$ cat src/rtl/serial_seq_detector_if.sv
// Purpose : Bundles the serial bit stream and the detector results.
//   din          serial data bit (registered dff q from upstream)
//   din_valid    din is consumed only when high
//   match        one-cycle pulse per detected pattern
//   match_count  saturating match count since clear
//   count_sat    sticky, high once match_count is all-ones
// Modports: master = stream source / result consumer, slave = detector.
interface serial_seq_detector_if #(
  parameter int CNT_W = 8
);
  logic             din;
  logic             din_valid;
  logic             match;
  logic [CNT_W-1:0] match_count;
  logic             count_sat;

  modport master (output din, din_valid, input match, match_count, count_sat);
  modport slave  (input din, din_valid, output match, match_count, count_sat);
endinterface

$ cat src/rtl/serial_seq_detector.sv
// Purpose : Serial pattern detector. Shifts in one accepted bit per qualified
//           clock and pulses match (1 clk latency) when the last PAT_W accepted
//           bits equal PATTERN (MSB = oldest bit).
// Ports   : clk   rising-edge clock
//           clear synchronous active-high reset, highest priority
//           bus   serial_seq_detector_if.slave (din, din_valid, match,
//                 match_count, count_sat)
// Config  : SEQ_DET_COUNT_EN defined   -> saturating match counter + sticky
//                                         count_sat are built.
//           SEQ_DET_COUNT_EN undefined -> match_count and count_sat tied to 0.
module serial_seq_detector #(
  parameter int               PAT_W   = 4,
  parameter logic [PAT_W-1:0] PATTERN = 4'b1011,
  parameter bit               OVERLAP = 1'b1,
  parameter int               CNT_W   = 8
) (
  input  logic                 clk,
  input  logic                 clear,
  serial_seq_detector_if.slave bus
);
  localparam int FILL_W = $clog2(PAT_W + 1);
  localparam logic [FILL_W-1:0] FILL_MAX = FILL_W'(PAT_W);
  localparam logic [FILL_W-1:0] ARM_LVL  = FILL_W'(PAT_W - 1);

  // ARMED means one more accepted bit can complete the pattern.
  typedef enum logic {FILLING, ARMED} state_e;

  state_e             state_q, state_d;
  logic [PAT_W-1:0]   hist_q, hist_d;
  logic [FILL_W-1:0]  fill_q, fill_d;
  logic               match_q, match_d;
  logic [PAT_W-1:0]   nxt;
  logic               hit;

  always_comb begin
    nxt     = {hist_q[PAT_W-2:0], bus.din};
    // The ARMED gate keeps the zeroed history after clear from aliasing a
    // pattern that contains leading zeros.
    hit     = bus.din_valid && (state_q == ARMED) && (nxt == PATTERN);
    hist_d  = hist_q;
    fill_d  = fill_q;
    match_d = hit;
    if (bus.din_valid) begin
      hist_d = nxt;
      fill_d = (fill_q == FILL_MAX) ? fill_q : fill_q + FILL_W'(1);
      if (hit && !OVERLAP) begin
        hist_d = '0;
        fill_d = '0;
      end
    end
    state_d = (fill_d >= ARM_LVL) ? ARMED : FILLING;
  end

  always_ff @(posedge clk) begin
    if (clear) begin
      state_q <= FILLING;
      hist_q  <= '0;
      fill_q  <= '0;
      match_q <= 1'b0;
    end else begin
      state_q <= state_d;
      hist_q  <= hist_d;
      fill_q  <= fill_d;
      match_q <= match_d;
    end
  end

  assign bus.match = match_q;

`ifdef SEQ_DET_COUNT_EN
  logic [CNT_W-1:0] cnt_q, cnt_d;
  logic             sat_q, sat_d;

  // Counter stops at all-ones; count_sat latches on the edge it gets there.
  always_comb begin
    cnt_d = cnt_q;
    sat_d = sat_q;
    if (hit && (cnt_q != {CNT_W{1'b1}})) begin
      cnt_d = cnt_q + CNT_W'(1);
      if (cnt_d == {CNT_W{1'b1}}) sat_d = 1'b1;
    end
  end

  always_ff @(posedge clk) begin
    if (clear) begin
      cnt_q <= '0;
      sat_q <= 1'b0;
    end else begin
      cnt_q <= cnt_d;
      sat_q <= sat_d;
    end
  end

  assign bus.match_count = cnt_q;
  assign bus.count_sat   = sat_q;
`else
  assign bus.match_count = {CNT_W{1'b0}};
  assign bus.count_sat   = 1'b0;
`endif

endmodule

$ cat src/flat_wrapper.sv
// flat-port wrapper written by rule: the top's interface ports become plain ports
module serial_seq_detector_flat 
#(
  parameter int               PAT_W   = 4,
  parameter logic [PAT_W-1:0] PATTERN = 4'b1011,
  parameter bit               OVERLAP = 1'b1,
  parameter int               CNT_W   = 8
)
  (clk, clear, bus_din, bus_din_valid, bus_match, bus_match_count, bus_count_sat);
  serial_seq_detector_if #(.CNT_W(CNT_W)) bus_i ();
  input  logic clk;
  input  logic clear;
  input wire logic [$bits(bus_i.din)-1:0] bus_din;
  input wire logic [$bits(bus_i.din_valid)-1:0] bus_din_valid;
  output wire logic [$bits(bus_i.match)-1:0] bus_match;
  output wire logic [$bits(bus_i.match_count)-1:0] bus_match_count;
  output wire logic [$bits(bus_i.count_sat)-1:0] bus_count_sat;
  assign bus_i.din = bus_din;
  assign bus_i.din_valid = bus_din_valid;
  assign bus_match = bus_i.match;
  assign bus_match_count = bus_i.match_count;
  assign bus_count_sat = bus_i.count_sat;
  serial_seq_detector #(.PAT_W(PAT_W), .PATTERN(PATTERN), .OVERLAP(OVERLAP), .CNT_W(CNT_W)) u_core (.clk(clk), .clear(clear), .bus(bus_i));
endmodule
$ cat config.mk
export PLATFORM = sky130hd
export DESIGN_NAME = serial_seq_detector_flat
export DESIGN_NICKNAME = d
export VERILOG_FILES = /design/src/rtl/serial_seq_detector_if.sv /design/src/rtl/serial_seq_detector.sv /design/src/flat_wrapper.sv
export SDC_FILE = /design/constraint.sdc
export NUM_CORES = 1
export LEC_CHECK = 0
export ABC_AREA = 1
export CORE_AREA = 2 2 39 41
export DETAILED_ROUTE_END_ITERATION = 10
export DIE_AREA = 0 0 41 43
export PLACE_DENSITY = 0.64
export SLEW_MARGIN = 25
export SYNTH_ARGS = -nofsm -noshare
export SYNTH_HDL_FRONTEND = slang
export SYNTH_SLANG_ARGS = --single-unit
$ cat constraint.sdc
create_clock -name clk -period 1.1 [get_ports clk]
set_input_delay 0.11 -clock clk [delete_from_list [all_inputs] [get_ports clk]]
set_output_delay 0.11 -clock clk [all_outputs]
set_load 0.01 [all_outputs]
==> results by group <==
Routing
  • Starting DRT DRC Count: 3
  • Routed wire length per instance: 8.90 µm
  • DR vias: 339
  • Vias/cell: 4.13
  • Wire length reported by the detailed router: 730 µm
  • Detail Route Antenna Nets: 0
  • Number of DRC violations after detailed routing: 0
  • Drt first pass iters: 4

CTS
  • Number of buffers between clock root and the deepest sink: 2
  • Clock latency on the worst-skew pair: 0.25 ns
  • Root cell of the clock tree: sky130_fd_sc_hd__clkbuf_4
  • Hold_buf cts: 0
  • Clock slew at reported path FFs: 0.05 ns
  • Number of sinks on the clock net: 8
  • CTS H-tree lvls: 1
  • Number of buffers created by CTS: 3
  • CTS tree: yes

Power
  • Pwr Density: 1290 nW/µm²
  • Worst ir drop on vdd: 0.000600 V
  • Leakage power of the design: 0.246 nW
  • Total power: 0.655 mW

Setup path
  • Element type at the critical path start: register
  • Number of cells on the critical path: 8
  • FF-to-FF path depth: 8
  • R2r startpoint: u_core.fill_q[0]
  • Kind of end point of the critical path: register
  • Worst Path Arrival: 1.25 ns
  • Maximum fanout encountered on the critical timing path: 2
  • Endpoint of the most critical register-to-register path: u_core.state_q
  • Total buffers and inverters traversed by the critical path: 2
  • Top delay family on crit path: flip-flops
  • Slowest library cell on the worst path: sky130_fd_sc_hd__dfxtp_2
  • Cells along the critical path: inv_2 > ha_4 > inv_2 > nand2_2 > nand2_2 > nor2_4 > nand2_1 > nand2_1
  • Worst reg2reg setup slack: 0.05 ns
  • Type of the worst setup path: register to register
  • Maximum cell stage delay along the critical path: 0.34 ns
  • Required arrival time at the worst endpoint: 1.30 ns

Global route
  • GRT Total Usage: 0.115
  • Sum of overflow across all layers after global routing: 0
  • Number of antenna violations at the first check in global routing: 0
  • Wire length of the first global-routing pass: 1.25 mm
  • Via count of the first global-routing pass: 343
  • Pin count of the biggest net entering global routing: 10

STA
  • Setup violators final: 0
  • Unrepaired setup endpoints after global routing: true
  • Clk_skew: 0.00285 ns
  • Minimum clock period: 1.05 ns
  • Setup total negative slack: 0 ns
  • Worst hold slack across all endpoints: 0.448 ns
  • Hold Fails Final Rpt: 0
  • Max Fclk: 952 MHz
  • Final-report max-slew violation count: 0
  • Least setup slack across all paths after layout: 0.0494 ns
  • Share of the cycle needed by the critical path after routing: 0.955

Synthesis
  • Compound-cell area share of the yosys netlist: 0.0706
  • Fraction of the mapped netlist area in simple logic gates: 0.229
  • Area share of xor/xnor cells in the synthesized design: 0
  • Number of distinct library cells after synthesis: 15
  • Yosys top cell by area: sky130_fd_sc_hd__dfxtp_1
  • Netlist Area Pre-Place: 425 µm²
  • Number of warnings printed during yosys synthesis: 0
  • Fraction of synthesized area in multiplexers: 0
  • Share of Yosys cell area claimed by the top area cell type: 0.376
  • Proportion of synthesized chip area in sequential cells: 0.376
  • Synth area leaders: sky130_fd_sc_hd__dfxtp_1 38%, sky130_fd_sc_hd__buf_4 16%, sky130_fd_sc_hd__nand2_1 8.8%
  • Seq cells post-synth: 8
  • Main combinational cell family by area after synthesis: buffers and inverters
  • Arithmetic-cell share of the synthesized area counting full adders, half adders and majority gates: 0.0588
  • Post-synthesis cell count: 57
  • Mean instance size in the synthesized netlist: 7.46 µm²

Min path
  • Worst min-delay path startpoint: u_core.state_q
  • Worst hold path cell count: 2
  • Worst Hold Path EP: u_core.bus.match
  • Worst min-delay path class: register to register

Finish
  • Final Net Count: 74
  • Area growth from synthesis to final layout: 19.4%
  • Count of inserted antenna diode cells: 0
  • Share of layout cells above drive strength 1: 0.242
  • Most common cell after layout, fill and taps aside: sky130_fd_sc_hd__nand2_1
  • Post-route cell area: 508 µm²
  • Final core occ: 0.367
  • Highest-count cells in the layout ignoring fill and taps: 10 x sky130_fd_sc_hd__nand2_1, 9 x sky130_fd_sc_hd__conb_1, 6 x sky130_fd_sc_hd__dfxtp_1, 5 x sky130_fd_sc_hd__inv_1
  • Layout Cells excl Fill: 82

Placed design
  • Placer congestion estimate: 0.774
  • Detail Placement HPWL: 508 µm
  • Worst setup slack before clock tree synthesis: -0.122 ns
  • Cell count after placement: 78
  • Placed cell area: 459 µm²
  • Input/output buffers: 4

Floorplanning
  • DIE WIDTH: 41 µm
  • Core Region: 1380 µm²
  • Total die area: 1760 µm²
  • Chip height: 43 µm
  • Boundary pin count: 14
  • Core Rows: 14
  • Starting density of the core: 0.307

Job
  • Maximum capacitance violations: 0

Status
  • Outcome: completed
-- what timing repair did --
item                                    4_1_cts  5_1_grt
gates resized for setup                       2        6
endpoints found under the setup margin        2        1
endpoints found under the hold margin         0        0
buffers inserted                              1        0
pin swaps                                     0        3
-- sequential cells by signal, indices dropped and copies added (netlist names) --
| name | count |
|---|---|
| u_core.hist_q | 3 |
| u_core.state_q | 1 |
| u_core.fill_q | 3 |
| u_core.bus.match | 1 |
-- cell usage after synthesis --
cell type	number
sky130_fd_sc_hd__conb_1	1
sky130_fd_sc_hd__nand2_1	10
sky130_fd_sc_hd__inv_1	8
sky130_fd_sc_hd__buf_6	1
sky130_fd_sc_hd__o21ai_0	2
sky130_fd_sc_hd__nand2_2	2
sky130_fd_sc_hd__or2_1	1
sky130_fd_sc_hd__buf_4	9
sky130_fd_sc_hd__a21oi_1	4
sky130_fd_sc_hd__nor3_1	1
sky130_fd_sc_hd__nor2_2	1
sky130_fd_sc_hd__ha_1	2
sky130_fd_sc_hd__nand3_1	3
sky130_fd_sc_hd__dfxtp_1	8
sky130_fd_sc_hd__nor2_1	4
-- cells by family (layout without fill, tap and decap cells) --
family	count (synthesis)	in the layout
AOI/OAI and AO/OA	6	6
buffers and inverters	18	19
DFF	8	8
other	1	9
and+or+nand+nor	22	22
adders and majority gates	2	2
-- routing by layer --
metal	track usage	vias up	wire length, µm
met3	0.0942	2	70
met2	0.178	10	371
li1	-	174	-
met4	0.0667	0	12
met5	0	-	0
met1	0.0958	153	275
-- worst reg2reg max path, stage by stage (launching register included) --
cell                      delay [ns]
sky130_fd_sc_hd__dfxtp_2        0.34
sky130_fd_sc_hd__inv_2          0.05
sky130_fd_sc_hd__ha_4           0.26
sky130_fd_sc_hd__inv_2          0.03
sky130_fd_sc_hd__nand2_2        0.04
sky130_fd_sc_hd__nand2_2        0.06
sky130_fd_sc_hd__nor2_4         0.11
sky130_fd_sc_hd__nand2_1        0.06
sky130_fd_sc_hd__nand2_1        0.05
-- power breakdown --
| part | total, mW | internal, mW | switching, mW |
|---|---|---|---|
| combinational | 0.117 | 0.0515 | 0.0652 |
| sequential | 0.316 | 0.308 | 0.00795 |
| clock | 0.223 | 0.125 | 0.0983 |
| total | 0.655 | 0.484 | 0.171 |
-- cell type report --
type,count,area (µm²)
timing repair buffer,8,68.8
fill,163,876
clock buffer,3,22.5
multi-input combinational,39,204
tap,16,20.0
sequential,8,163
inverter,8,30.0
-- worst max-delay path by stage --
| stage | from | endpoint |
|---|---|---|
| after floorplan | u_core.fill_q[0] | u_core.state_q |
| after global placement | bus_din_valid | u_core.hist_q[2] |
| after detailed placement | bus_din_valid | u_core.hist_q[2] |
| after CTS | u_core.fill_q[0] | u_core.state_q |
| after global routing | u_core.fill_q[0] | u_core.state_q |
| final | u_core.fill_q[0] | u_core.state_q |
No activity file was read; power rests on OpenSTA's default activity.
